<file path="src/rtl/bitrev_stream_buf.sv">
// Streaming bit-reversal reorder buffer.
// Samples arrive in natural order, one per cycle, and each N-sample frame is
// emitted in bit-reversed order. Two frame banks ping-pong so the next frame
// can be written while the previous one drains.
module bitrev_stream_buf #(
    parameter int unsigned IDX_WIDTH  = 5,
    parameter int unsigned DATA_WIDTH = 32
) (
    input  logic                  clock,
    input  logic                  reset,
    input  logic                  in_valid,
    output logic                  in_ready,
    input  logic [DATA_WIDTH-1:0] in_data,
    output logic                  out_valid,
    input  logic                  out_ready,
    output logic [DATA_WIDTH-1:0] out_data,
    output logic                  out_last
);

    localparam int unsigned        IDX_SIZE = 2 ** IDX_WIDTH;
    localparam logic [IDX_WIDTH-1:0] LAST_IDX = IDX_WIDTH'(IDX_SIZE - 1);

    // Reverse the bit order of a frame index.
    function automatic logic [IDX_WIDTH-1:0] bitrev(input logic [IDX_WIDTH-1:0] idx);
        logic [IDX_WIDTH-1:0] r;
        r = '0;
        for (int b = 0; b < int'(IDX_WIDTH); b++) begin
            r[b] = idx[int'(IDX_WIDTH) - 1 - b];
        end
        return r;
    endfunction

    // Frame storage: bank contents are deliberately not reset.
    logic [DATA_WIDTH-1:0] mem_q [2][IDX_SIZE];

    // Control state.
    logic [1:0]           full_q,    full_d;
    logic                 wr_bank_q, wr_bank_d;
    logic                 rd_bank_q, rd_bank_d;
    logic [IDX_WIDTH-1:0] wr_cnt_q,  wr_cnt_d;
    logic [IDX_WIDTH-1:0] rd_cnt_q,  rd_cnt_d;

    // Registered outputs.
    logic                  in_ready_q,  in_ready_d;
    logic                  out_valid_q, out_valid_d;
    logic                  out_last_q,  out_last_d;
    logic [DATA_WIDTH-1:0] out_data_q,  out_data_d;

    // Transfer qualifiers, derived from registered state only.
    logic                 wr_fire;
    logic                 rd_fire;
    logic [IDX_WIDTH-1:0] wr_addr;
    logic [DATA_WIDTH-1:0] rd_word;

    // Handshake decode: a transfer needs the target bank in the right state.
    always_comb begin
        wr_fire = in_valid  && !full_q[wr_bank_q];
        rd_fire = out_ready &&  full_q[rd_bank_q];
        wr_addr = bitrev(wr_cnt_q);
    end

    // Next-state logic for counters, bank pointers and full flags.
    always_comb begin
        full_d    = full_q;
        wr_bank_d = wr_bank_q;
        rd_bank_d = rd_bank_q;
        wr_cnt_d  = wr_cnt_q;
        rd_cnt_d  = rd_cnt_q;

        if (wr_fire) begin
            if (wr_cnt_q == LAST_IDX) begin
                full_d[wr_bank_q] = 1'b1;
                wr_bank_d         = ~wr_bank_q;
                wr_cnt_d          = '0;
            end else begin
                wr_cnt_d = wr_cnt_q + IDX_WIDTH'(1);
            end
        end

        // The read bank is always the other bank when a write completes,
        // so the set above and the clear below never collide.
        if (rd_fire) begin
            if (rd_cnt_q == LAST_IDX) begin
                full_d[rd_bank_q] = 1'b0;
                rd_bank_d         = ~rd_bank_q;
                rd_cnt_d          = '0;
            end else begin
                rd_cnt_d = rd_cnt_q + IDX_WIDTH'(1);
            end
        end
    end

    // Output look-ahead: compute next-cycle outputs from next-state values.
    always_comb begin
        in_ready_d  = !full_d[wr_bank_d];
        out_valid_d =  full_d[rd_bank_d];
        out_last_d  =  full_d[rd_bank_d] && (rd_cnt_d == LAST_IDX);

        // Forward the sample being written this cycle if it is the one read next.
        rd_word = mem_q[rd_bank_d][rd_cnt_d];
        if (wr_fire && (wr_bank_q == rd_bank_d) && (wr_addr == rd_cnt_d)) begin
            rd_word = in_data;
        end
        out_data_d = out_valid_d ? rd_word : '0;
    end

    // Control and output registers with asynchronous reset.
    always_ff @(posedge clock or posedge reset) begin
        if (reset) begin
            full_q      <= '0;
            wr_bank_q   <= 1'b0;
            rd_bank_q   <= 1'b0;
            wr_cnt_q    <= '0;
            rd_cnt_q    <= '0;
            in_ready_q  <= 1'b1;
            out_valid_q <= 1'b0;
            out_last_q  <= 1'b0;
            out_data_q  <= '0;
        end else begin
            full_q      <= full_d;
            wr_bank_q   <= wr_bank_d;
            rd_bank_q   <= rd_bank_d;
            wr_cnt_q    <= wr_cnt_d;
            rd_cnt_q    <= rd_cnt_d;
            in_ready_q  <= in_ready_d;
            out_valid_q <= out_valid_d;
            out_last_q  <= out_last_d;
            out_data_q  <= out_data_d;
        end
    end

    // Sample storage: write lands at the bit-reversed slot of the write bank.
    always_ff @(posedge clock) begin
        if (wr_fire) begin
            mem_q[wr_bank_q][wr_addr] <= in_data;
        end
    end

    assign in_ready  = in_ready_q;
    assign out_valid = out_valid_q;
    assign out_last  = out_last_q;
    assign out_data  = out_data_q;

endmodule
</file>
<file path="config.mk">
export PLATFORM = sky130hd
export DESIGN_NAME = bitrev_stream_buf
export DESIGN_NICKNAME = d
export VERILOG_FILES = /design/src/rtl/bitrev_stream_buf.sv
export SDC_FILE = /design/constraint.sdc
export NUM_CORES = 2
export LEC_CHECK = 0
export BUFFER_PORTS_ARGS = -buffer_cell sky130_fd_sc_hd__buf_2
export CAP_MARGIN = 10
export CELL_PAD_IN_SITES_DETAIL_PLACEMENT = 0
export CELL_PAD_IN_SITES_GLOBAL_PLACEMENT = 2
export CORE_MARGIN = 8
export CORE_UTILIZATION = 40
export CTS_CLUSTER_SIZE = 24
export DETAILED_ROUTE_END_ITERATION = 8
export HOLD_SLACK_MARGIN = 0.06
export PLACE_DENSITY = 0.7
export RECOVER_POWER = 50
export SETUP_SLACK_MARGIN = 0.4
export SLEW_MARGIN = 30
export SYNTH_ARGS = -nofsm -noshare
export SYNTH_HDL_FRONTEND = slang
export SYNTH_SLANG_ARGS = --single-unit
</file>
<file path="constraint.sdc">
create_clock -name clock -period 4.9 [get_ports clock]
set_clock_uncertainty 0.15 [all_clocks]
set_input_delay 1.47 -clock clock [delete_from_list [all_inputs] [get_ports clock]]
set_output_delay 1.47 -clock clock [all_outputs]
set_load 0.01 [all_outputs]
</file>
# Word-level counts from Yosys, hierarchy flattened
# Memory sizes are Yosys's and may differ from the RTL's.
# Cells that the tools add are included.
dict set report word_totals {
  reg_bits 49
  latchBits 0
  ramBits 2048
  mem_bits_ro 0
  input_bits 36
  output_inout_bits 35
  word_cells 75
  memories 1
}
# name depth width rd rd_ports_with_merged_regs wr line_no
set mem_list {}
lappend mem_list {mem_q 2 1024 1 0 1 34} ;# logic [DATA_WIDTH-1:0] mem_q [2][IDX_SIZE];
dict set report classes {
  addsub 2
  mul 0
  div_mod_pow 0
  n_lt_le_gt_ge 9
  eq_ne 5
  shifts 0
  n_mux 32
  bitwise 7
  reduce_logical 10
}
# op count
set ops {}
lappend ops {{1024-bit two-way mux} 1}
lappend ops {{32-bit binary-select mux with 5-bit select} 1}
lappend ops {{32-bit demux with 5-bit select} 1}
lappend ops {{32-bit two-way mux} 5}
lappend ops {{5-bit equality test (second input constant)} 3}
lappend ops {{1-bit two-way mux} 15}
lappend ops {{5-bit two-way mux} 3}
lappend ops {{6-bit >= comparator (second input constant)} 2}
lappend ops {{5-bit NOT with 6-bit output} 2}
lappend ops {{5-bit by 1-bit adder with 5-bit output (second input constant)} 2}
lappend ops {{1-bit logical AND} 8}
lappend ops {{1-bit by 2-bit < comparator with 1-bit output (second input constant)} 4}
lappend ops {{2-bit two-way mux} 4}
lappend ops {{6-bit by 1-bit < comparator with 1-bit output (second input constant)} 1}
lappend ops {{5-bit equality test} 1}
lappend ops {{2-bit AND} 1}
lappend ops {{1-bit demux with 1-bit select} 2}
lappend ops {{1-bit >= comparator (second input constant)} 2}
lappend ops {{1-bit zero test} 2}
lappend ops {{1-bit NOT} 2}
lappend ops {{2-bit NOT} 1}
lappend ops {{2-bit OR} 1}
lappend ops {{1-bit equality test} 1}

# Longest topological paths before layout
dict set report depth {
  depth_word 13
  depth_mapped 18
  depth_no_buf 12
}

# Worst setup path after synthesis
# Ideal clock, no wire load.
dict set report synth_timing {
  path_kind {input -> register}
  from {input in_valid}
  to {memory mem_q[0][608] (netlist name) (enable)}
  setup_ns 0.461
  arrival_time_ns 4.236
  required_time_ns 4.289
  path_slack_ns 0.054
  stages 4
  n_path_buf 0
  cell_sequence {nand2_1 -> nor2_1 -> nand3_1 -> nor3_1}
}
dict set report synth_via {
  elab_chain_len 3
}
# item line_no
set synth_rtl {}
lappend synth_rtl {{start, declared} 11} ;# input logic in_valid,
lappend synth_rtl {{1-bit logical AND} 57} ;# wr_fire = in_valid && !full_q[wr_bank_q];
lappend synth_rtl {{1-bit two-way mux} 134} ;# if (wr_fire) begin
lappend synth_rtl {{1024-bit two-way mux (implied by the code)} 135} ;# mem_q[wr_bank_q][wr_addr] <= in_data;
lappend synth_rtl {{end, declared} 34}
# Every way passes these cells.

# Worst setup path after layout
dict set report layout_timing {
  from {register rd_cnt_q[0]}
  to {register out_data_q[0] (netlist: out_data[0])}
}
dict set report layout_via {
  elab_chain_len 9
  word_cells_on_any_way 21
  cone_classes {add/sub: 1; eq/ne: 3; mux: 13; bitwise: 1; reduce/logical: 2; memory: 1}
}
# item line_no
set layout_rtl {}
lappend layout_rtl {{start, declared} 41} ;# logic [IDX_WIDTH-1:0] rd_cnt_q, rd_cnt_d;
lappend layout_rtl {{start signal, assigned} 124} ;# rd_cnt_q <= rd_cnt_d;
lappend layout_rtl {{5-bit by 1-bit adder with 5-bit output or 5-bit equality test (tied branches)} {88, 83}}
lappend layout_rtl {{5-bit two-way mux or 1-bit two-way mux (tied branches)} 83} ;# if (rd_cnt_q == LAST_IDX) begin
lappend layout_rtl {{5-bit two-way mux or 1-bit two-way mux (tied branches)} 82} ;# if (rd_fire) begin
lappend layout_rtl {{5-bit NOT with 6-bit output (implied by the code) or memory 2 x 1024 bit (tied branches)} -}
lappend layout_rtl {{32-bit binary-select mux with 5-bit select} 100} ;# rd_word = mem_q[rd_bank_d][rd_cnt_d];
lappend layout_rtl {{32-bit two-way mux (implied by the code) (2 in a row)} 100}
lappend layout_rtl {{32-bit two-way mux} 101} ;# if (wr_fire && (wr_bank_q == rd_bank_d) && (wr_addr == rd_cnt_d)) begin
lappend layout_rtl {{32-bit two-way mux (*)} 104} ;# out_data_d = out_valid_d ? rd_word : '0;
lappend layout_rtl {{net out_data_d[0]} 47} ;# logic [DATA_WIDTH-1:0] out_data_q, out_data_d;
lappend layout_rtl {{end signal, assigned} 128} ;# out_data_q <= out_data_d;
lappend layout_rtl {{end, declared} 47}
# The timed path passes the listed nets; every way through them passes the cells marked *. The select of a mux whose other input is x is not followed.
# A chain may end at the register's enable or synchronous reset.

==> qor.yml <==
status: "finished, violations left"
failed_checks: "capacitance limit, slew limit"
crit_path_end_kind: "register"
synth_most_common_cell: "edfxtp_1"
preCtsSetupSlack_ns: -0.0182
dp_cells: 8274
vdd_ir_drop_max_mv: 0.416
crit_arrival_ns: 4.95
synth.net_count: 5562
synth_ff_type: "edfxtp_1"
p_leak_nw: 31.8
grt_pass1_wl_mm: 383
timing.slew.headroom: -1.15
rsz0062_at_grt: "no"
critPathRequiredTime_ns: 5.53
finalCoreUtilization: 0.466
grt_overflow: 0
numCtsBuffers: 213
cts_tree: "yes"
io_pins: 71
cts_root_buffer: "clkbuf_16"
place_hpwl_mm: 157
path_class: "register to register"
drive_above_1_share: 0.158
fp.dieH_um: 471
num_rows: 167
clk_latency_ns: 0.84
critPathMaxStageDelay_ns: 0.55
design_power_total_mw: 46.8
reg2reg_from: "rd_cnt_q[0]$_DFF_PP0_"
timing.fmax_ghz: 0.232
grt_max_degree: 112
drt-total-wl_mm: 271
path_max_fanout: 111
nNetsFinal: 5830
die_w_um: 471
routedWlPerCell_um: 31.3
synth_edf_count: 2048
start_util: 0.401
p_per_area_nw_per_um2: 487
finalCritPeriodShare: 0.880
via_per_inst: 5.89
area_delta_synth_final_pct: 16.1
fp.dieArea_um2: 222000
hold_violations: 0
clkSinkCount: 2097
drv_cap: 37
hp-class: "register to register"
first_pass_iters: 6
tightest_slew_ns: 3.23
place_congestion: 0.809
grt_pass1_vias: 50005
coreArea_um2: 206000
synth_top_area_cell: "edfxtp_1"
vias: 51095
synth_seq_area_share: 0.757
final_cells: 8674
yosys_warnings: 0
post-route-drc-count: 0
synth_async_sr_flop_share: 0.0234
drtIter0Drc: 5390
synth.top_cell.area_share: 0.742
clkTransAtPathRegs_ns: 0.06
min_from: "full_q[0]$_DFF_PP0_"
fin_crit_ns: 4.31
ys_seq_elements: 2097
ant_nets: 0
setup_viol: 0
avgSynthCellArea_um2: 15.0
synth_common_cells: "edfxtp_1, nand2_1, nand3_1"
yosys-top-cells-area: "edfxtp_1, nand2_1, mux4_2, nand3_1, dfrtp_1"
slew_violations: 1582
grt.total_usage: 0.238
syn_inst: 5517
slowest_stage: "or4_1"
cts_setup_buffers: 0
crit_chain: "ha_1 > and3_1 > ha_1 > nand4_1 > nand2_4 > buf_12 > buf_12 > a221oi_1 > a31oi_1 > o21ai_0 > or4_1 > o22ai_1 > o21ba_2"
io_buffer_count: 70
ys_types: 67
clockBufferDepth: 3
synth_area_um2: 82800
htreeDepth: 4
worst_slack_ns: 0.587
startpoint: "rd_cnt_q[0]$_DFF_PP0_"
grt_antenna_before_repair: 16
cp-start-kind: "register"
==> area by class of cell <==
type | count | area [um^2]
diodes | 4 | 10.0
clock buffers | 282 | 5760
clock inverters | 114 | 1150
fillers | 17950 | 110000
inverters | 16 | 96.3
multi-input cells | 3022 | 18900
flip-flops and latches | 2097 | 62700
well taps | 2704 | 3380
repair buffers | 435 | 4100
==> through the flow <==
step / area (um^2) / hold WS [ns] / setup TNS, ns
floorplan: 82900 / 0.418 / 0
global placement: 89400 / 0.529 / -0.0185
detailed placement: 89400 / 0.533 / -0.0182
CTS: 96300 / 0.467 / 0
global route: 96100 / 0.582 / 0
finish: 96100 / 0.550 / 0
==> worst paths after layout <==
check	cells past startpoint	slack [ns]	to
setup / recovery	13	0.59	out_data[0]$_DFF_PP0_
hold / removal	1	0.55	full_q[0]$_DFF_PP0_
setup reg to reg	13	0.59	out_data[0]$_DFF_PP0_
hold reg to reg	1	0.55	full_q[0]$_DFF_PP0_
max in group asynchronous	3	1.47	out_data[2]$_DFF_PP0_
min in group asynchronous	2	0.83	out_data[17]$_DFF_PP0_
==> layout by cell type, fill, tap and decap left out, types with 82 or more instances in the layout <==
cell	n
o21ai_0	128
buf_4	234
nand2_1	1161
mux4_2	140
mux2i_1	82
clkbuf_1	122
a31oi_1	84
and3_1	132
a21oi_1	223
buf_12	95
edfxtp_1	2048
nand3_1	492
clkbuf_16	215
a221oi_1	98
==> flip-flops by register name, summed over array words and instances, names as in the netlist <==
signal and count:
mem_q 2048, out_data 32, rd_cnt_q 5, wr_cnt_q 5, full_q 2, in_ready 1
out_last 1, out_valid 1, rd_bank_q 1, wr_bank_q 1
==> worst max-delay path: cells and delay by family, from the launching register on <==
kind            cells  cell delay, ns
simple gates        4            1.27
flops               1            0.46
fa+ha+maj           2            0.60
compound gates      5            1.04
buf+inv             2            0.56
==> per-layer routing <==
layer	wire, um	global-route usage	up-vias
met5	40	0	-
met1	113000	0.323	26805
met3	19000	0.0404	411
met4	9370	0.0742	6
met2	130000	0.393	2031
li1	-	-	21842
==> cells by family (layout without fill, tap and decap cells) <==
kind of cell             after synthesis  after routing  share of synthesized area
buffers and inverters                398            847                     0.0215
multiplexers                         249            249                     0.0517
AO/OA/AOI/OAI                        814            814                     0.0650
adder cells (fa/ha/maj)                9              9                    0.00136
AND/OR/NAND/NOR                     1943           1943                      0.103
other                                  0              4                          0
XOR/XNOR                               7              7                   0.000740
flip-flops                          2097           2097                      0.757
==> what timing repair did <==
| item | in CTS | in global routing |
|---|---|---|
| setup endpoints to repair | 0 | 2 |
| resized for setup | 0 | 1 |
| hold buffers | 0 | 0 |
==> where the power goes <==
group	internal (mW)	switching (mW)
Combinational	3.13	6.77
Sequential	20.4	0.378
Clock	9.22	6.99
(Power assumes the default switching activity.)
